===== src/rtl/fixed_point_dot_mac_if.sv =====
// fixed_point_dot_mac_if: beat input / group result bus of the fixed-point dot-product MAC
interface fixed_point_dot_mac_if #(
    parameter int bitsize   = 14,
    parameter int FRAC_BITS = 9,
    parameter int LANES     = 4
);
    localparam int OUT_BITS = 2*bitsize - FRAC_BITS;
    logic                     start_flag;
    logic                     last_flag;
    logic [LANES*bitsize-1:0] a;
    logic [LANES*bitsize-1:0] b;
    logic [OUT_BITS-1:0]      Mul_result;
    logic                     valid;
    logic                     sat;
    modport master(output start_flag, last_flag, a, b, input Mul_result, valid, sat);
    modport slave(input start_flag, last_flag, a, b, output Mul_result, valid, sat);
endinterface


===== src/rtl/fixed_point_dot_mac.sv =====
// fixed_point_dot_mac: pipelined multi-lane fixed-point dot product, accumulated per
// last-delimited group and emitted as one saturated result.
module fixed_point_dot_mac #(
    parameter int bitsize    = 14,
    parameter int FRAC_BITS  = 9,
    parameter int LANES      = 4,
    parameter int GUARD_BITS = 6
) (
    input logic                  clk,
    input logic                  rst,
    fixed_point_dot_mac_if.slave bus
);
    localparam int OUT_BITS  = 2*bitsize - FRAC_BITS;
    localparam int ACC_BITS  = OUT_BITS + GUARD_BITS;
    localparam int PROD_BITS = 2*bitsize;
    localparam int SUM_BITS  = OUT_BITS + $clog2(LANES);
    localparam logic signed [PROD_BITS-1:0] HALF = PROD_BITS'(1) << (FRAC_BITS-1);

    logic signed [PROD_BITS-1:0] w_prod [LANES];
    logic signed [PROD_BITS-1:0] r_prod [LANES];
    logic signed [SUM_BITS-1:0]  w_sum;
    logic signed [ACC_BITS-1:0]  r_sum, r_acc;
    logic [OUT_BITS-1:0]         w_clamp, r_result;
    logic                        w_ovf, r_sat, r_valid, r_first;
    logic                        r_p_valid, r_p_last, r_p_first;
    logic                        r_s_valid, r_s_last, r_s_first, r_a_last;

    always_comb begin
        w_sum = '0;
        for (int i = 0; i < LANES; i++) begin
            w_prod[i] = PROD_BITS'($signed(bus.a[i*bitsize +: bitsize])) *
                        PROD_BITS'($signed(bus.b[i*bitsize +: bitsize]));
            w_sum = w_sum + SUM_BITS'((r_prod[i] + HALF) >>> FRAC_BITS);
        end
    end

    // accumulator fits the output range only when its top GUARD_BITS+1 bits agree
    assign w_ovf   = ~(&r_acc[ACC_BITS-1:OUT_BITS-1]) & (|r_acc[ACC_BITS-1:OUT_BITS-1]);
    assign w_clamp = w_ovf ? {r_acc[ACC_BITS-1], {(OUT_BITS-1){~r_acc[ACC_BITS-1]}}}
                           : r_acc[OUT_BITS-1:0];

    always_ff @(posedge clk or posedge rst) begin
        if (rst) begin
            r_prod    <= '{default: '0};
            r_first   <= 1'b1;
            r_p_valid <= 1'b0;
            r_p_last  <= 1'b0;
            r_p_first <= 1'b0;
            r_sum     <= '0;
            r_s_valid <= 1'b0;
            r_s_last  <= 1'b0;
            r_s_first <= 1'b0;
            r_acc     <= '0;
            r_a_last  <= 1'b0;
            r_result  <= '0;
            r_sat     <= 1'b0;
            r_valid   <= 1'b0;
        end else begin
            if (bus.start_flag) r_first <= bus.last_flag;
            r_prod    <= w_prod;
            r_p_valid <= bus.start_flag;
            r_p_last  <= bus.start_flag & bus.last_flag;
            r_p_first <= r_first;
            r_sum     <= ACC_BITS'(w_sum);
            r_s_valid <= r_p_valid;
            r_s_last  <= r_p_last;
            r_s_first <= r_p_first;
            if (r_s_valid) r_acc <= r_s_first ? r_sum : r_acc + r_sum;
            r_a_last  <= r_s_valid & r_s_last;
            r_valid   <= r_a_last;
            if (r_a_last) begin
                r_result <= w_clamp;
                r_sat    <= w_ovf;
            end
        end
    end

    assign bus.Mul_result = r_result;
    assign bus.sat        = r_sat;
    assign bus.valid      = r_valid;
endmodule


===== src/flat_wrapper.sv =====
// flat-port wrapper written by rule: the top's interface ports become plain ports
module fixed_point_dot_mac_flat 
#(
    parameter int bitsize    = 14,
    parameter int FRAC_BITS  = 9,
    parameter int LANES      = 4,
    parameter int GUARD_BITS = 6
)
  (clk, rst, bus_start_flag, bus_last_flag, bus_a, bus_b, bus_Mul_result, bus_valid, bus_sat);
  fixed_point_dot_mac_if #(.bitsize(bitsize), .FRAC_BITS(FRAC_BITS), .LANES(LANES)) bus_i ();
  input logic clk;
  input logic rst;
  input wire logic [$bits(bus_i.start_flag)-1:0] bus_start_flag;
  input wire logic [$bits(bus_i.last_flag)-1:0] bus_last_flag;
  input wire logic [$bits(bus_i.a)-1:0] bus_a;
  input wire logic [$bits(bus_i.b)-1:0] bus_b;
  output wire logic [$bits(bus_i.Mul_result)-1:0] bus_Mul_result;
  output wire logic [$bits(bus_i.valid)-1:0] bus_valid;
  output wire logic [$bits(bus_i.sat)-1:0] bus_sat;
  assign bus_i.start_flag = bus_start_flag;
  assign bus_i.last_flag = bus_last_flag;
  assign bus_i.a = bus_a;
  assign bus_i.b = bus_b;
  assign bus_Mul_result = bus_i.Mul_result;
  assign bus_valid = bus_i.valid;
  assign bus_sat = bus_i.sat;
  fixed_point_dot_mac #(.bitsize(bitsize), .FRAC_BITS(FRAC_BITS), .LANES(LANES), .GUARD_BITS(GUARD_BITS)) u_core (.clk(clk), .rst(rst), .bus(bus_i));
endmodule

===== config.mk =====
export PLATFORM = sky130hd
export DESIGN_NAME = fixed_point_dot_mac_flat
export DESIGN_NICKNAME = d
export VERILOG_FILES = /design/src/rtl/fixed_point_dot_mac_if.sv /design/src/rtl/fixed_point_dot_mac.sv /design/src/flat_wrapper.sv
export SDC_FILE = /design/constraint.sdc
export NUM_CORES = 2
export LEC_CHECK = 0
export BUFFER_PORTS_ARGS = -buffer_cell sky130_fd_sc_hd__buf_4
export CAP_MARGIN = 10
export CORE_ASPECT_RATIO = 1.4
export CORE_UTILIZATION = 64
export DETAILED_ROUTE_END_ITERATION = 16
export MAX_ROUTING_LAYER = met4
export PLACE_DENSITY = 0.82
export SLEW_MARGIN = 20
export SYNTH_ARGS = -nofsm -noshare
export SYNTH_HDL_FRONTEND = slang
export SYNTH_SLANG_ARGS = --single-unit

===== constraint.sdc =====
create_clock -name clk -period 6.35 [get_ports clk]
set_input_delay 1.27 -clock clk [delete_from_list [all_inputs] [get_ports clk]]
set_output_delay 1.27 -clock clk [all_outputs]
set_load 0.1 [all_outputs]

==> summary.md <==
| Metric | Value |
|---|---|
| Clock slew at reported path FFs | 0.06 ns |
| FFs w/ async S/R, synth | 1.00 |
| Critical path peak fanout | 5 |
| Synthesis-stage register bit count | 155 |
| Most common cell in the netlist | inv_1 |
| Most instantiated cells after synthesis | 930 x inv_1, 816 x fa_1, 408 x and2_1 |
| First-pass GRT wire length | 145 mm |
| Total CTS buffers | 17 |
| Initial antenna violation count | 0 |
| Min-delay src | u_core.r_p_first |
| Syn avg cell area | 9.42 um^2 |
| Overflow after GRT | 0 |
| Status | finished with violations |
| Arrival @ worst endpoint | 6.79 ns |
| Pre-CTS setup slack | -0.720 ns |
| R2R depth | 18 |
| Nets | 5642 |
| Initial cell density of the core | 0.650 |
| CP Capture Type | flip-flop |
| Gpl congestion | 0.988 |
| Slew headroom | 0.305 |
| Hold_buf cts | 0 |
| Post-synth EDFFs | 0 |
| Clk root buf | clkbuf_16 |
| Unrepaired setup endpoints after global routing | yes |
| Fin crit period | 6.48 ns |
| Final worst-path cycle share | 1.02 |
| Die Ht | 289 um |
| Final Hold Slack | 0.352 ns |
| Hold depth | 0 |
| Top cells by area, synth | fa_1 43%, dfrtp_1 10%, ha_1 10% |
| Worst reg2reg endpoint | u_core.r_sum[20] |
| Mapped cell area | 37600 um^2 |
| Startpoint types | primary input |
| Top FF cell, synth | dfrtp_1 |
| Setup tns final | -0.408 ns |
| Clk sinks | 155 |
| Vias in the first global route | 31600 |
| Share of the synthesized area in the top cell type | 0.435 |
| HPWL after DPL | 74.5 mm |
| ANT cells | 0 |
| Layout cell share with drive strength beyond 1 | 0.159 |
| Total wire length | 86.3 mm |
| R2R setup slack | 1.50 ns |
| Core Rows | 104 |
| Port-buffer cells | 136 |
| Vias per cell | 5.45 |
| Iter 0 DRT Violations | 1365 |
| Hold crit path type | flip-flop to flip-flop |
| Total GRT Usage | 0.317 |
| Final Worst Setup Slack | -0.132 ns |
| Area Overhead vs Synth | 15.4% |
| Largest net degree at the start of global routing | 113 |
| Clk_skew | 0.0102 ns |
| Via Count | 28100 |
| I/O pins | 137 |
| DIE WIDTH | 207 um |
| Final Setup Violations | 7 |
| YS warnings | 0 |
| Post-Route Utilization | 0.750 |
| Post-synth top area cell | fa_1 |
| Htree depth | 4 |
| Skew-Pair Late Insertion Delay | 0.43 ns |
| Antenna-violating nets left | 0 |
| Type of the worst setup path | primary input to flip-flop |
| Failing checks | DRC, setup timing |
| Synthesized Nets | 5225 |
| Max_cap viols | 0 |
| Full die area | 59700 um^2 |
| Pins Over Slew Limit | 0 |
| Number of detailed-routing iterations run before antenna repair | 14 |
| Max Buffers Root-to-Sink | 2 |
| Unique masters post-synth | 64 |
| Remaining DRCs | 7 |
| Worst path required time | 6.66 ns |
| Worst r2r src | u_core.r_prod[66] |
| Filler cells | 3982 |
| Routed len/inst | 16.7 um |
| Fin. Hold Viols | 0 |
| Cell count after synthesis | 3989 |
| Fmax | 154 MHz |
| Core Area | 57800 um^2 |
| CTS tree | built |
| Register area share after synthesis | 0.103 |
| Worst-margin pin slew | 1.04 ns |
| Worst hold endpoint | u_core.r_s_first |
==> kinds of logic after synthesis <==
| kind of cell | Yosys count | synth area share |
|---|---|---|
| flops | 155 | 0.103 |
| xor+xnor | 220 | 0.0513 |
| fa+ha+maj | 1120 | 0.536 |
| compound gates | 296 | 0.0495 |
| simple gates | 1126 | 0.151 |
| buf+inv | 1061 | 0.106 |
| mux | 11 | 0.00310 |
==> routing by layer <==
| metal | wire length [um] | part of all wire | track usage |
|---|---|---|---|
| met1 | 31000 | 0.36 | 0.350 |
| met2 | 48300 | 0.56 | 0.586 |
| met3 | 3200 | 0.037 | 0.0223 |
| met4 | 3820 | 0.044 | 0.131 |
| met5 | 0 | 0 | - |
==> layout make-up <==
cell class / instances / area (um^2) / share of cell area
clock inverter: 11 / 109 / 0.00251
sequential: 155 / 3880 / 0.0895
clock buffer: 21 / 470 / 0.0109
tap: 742 / 928 / 0.0214
multi-input combinational: 2773 / 30200 / 0.698
timing repair buffer: 527 / 4210 / 0.0972
inverter: 932 / 3510 / 0.0810
==> stage by stage <==
| step | instances | area, um^2 |
|---|---|---|
| after floorplan | 3989 | 37900 |
| after global placement | 5116 | 42200 |
| after detailed placement | 5116 | 42200 |
| after CTS | 5150 | 42800 |
| after global routing | 5161 | 43400 |
| final | 5161 | 43400 |
==> worst max-delay path: stages <==
cell and delay [ns]:
buf_8 0.10, and2_4 0.15, fa_1 0.54, inv_2 0.04, fa_1 0.48, inv_2 0.04, fa_1 0.49, inv_1 0.06
fa_1 0.47, inv_1 0.05, fa_1 0.53, fa_1 0.46, ha_4 0.26, a21o_1 0.15, a21o_1 0.19, a221oi_4 0.30
nand3_2 0.11, a311o_1 0.39, o31ai_4 0.25, o2111a_2 0.23, o21bai_1 0.08, xor2_1 0.14
==> how the worst max path moves through the flow <==
stage	start	to	slack, ns	cells after the start
floorplan	bus_b[2]	u_core.r_prod[110]	-0.63	22
finish	bus_a[7]	u_core.r_prod[110]	-0.13	22
global route	bus_a[7]	u_core.r_prod[110]	-0.35	22
global placement	bus_b[2]	u_core.r_prod[110]	-0.68	22
detailed placement	bus_b[2]	u_core.r_prod[110]	-0.72	22
CTS	bus_a[7]	u_core.r_prod[110]	-0.11	22
==> state kept, by name, indices dropped and copies added (netlist names), 19 cells and up <==
signal / flops
u_core.bus.Mul_result: 19
u_core.r_acc: 25
u_core.r_prod: 80
u_core.r_sum: 21
==> cells in the final DEF (no fill, tap or decap), types with 8 or more instances in the layout <==
master / count
inv_1: 910
fa_1: 803
buf_4: 483
and2_1: 383
nand2_1: 374
ha_1: 292
dfrtp_1: 153
nor2_1: 137
xnor2_1: 131
a21oi_1: 111
xor2_1: 85
o21ai_0: 46
nand3_1: 42
and3_1: 33
nand2b_1: 30
buf_6: 29
and2_4: 25
a21o_1: 23
nand4_1: 22
nor3_1: 19
nor2b_1: 19
inv_2: 18
clkbuf_16: 17
o21a_1: 15
fa_2: 13
a31oi_1: 10
a21oi_2: 10
a211oi_1: 10
ha_4: 8
buf_8: 8
==> repair_timing <==
action,CTS,global route
setup endpoints to repair,12,36
pin swaps,19,67
resized for setup,14,132
buffers inserted,2,12
Power is left out: the tool's default activity adds up to more than one toggle a clock period on the data nets, which glitch-free logic cannot reach.
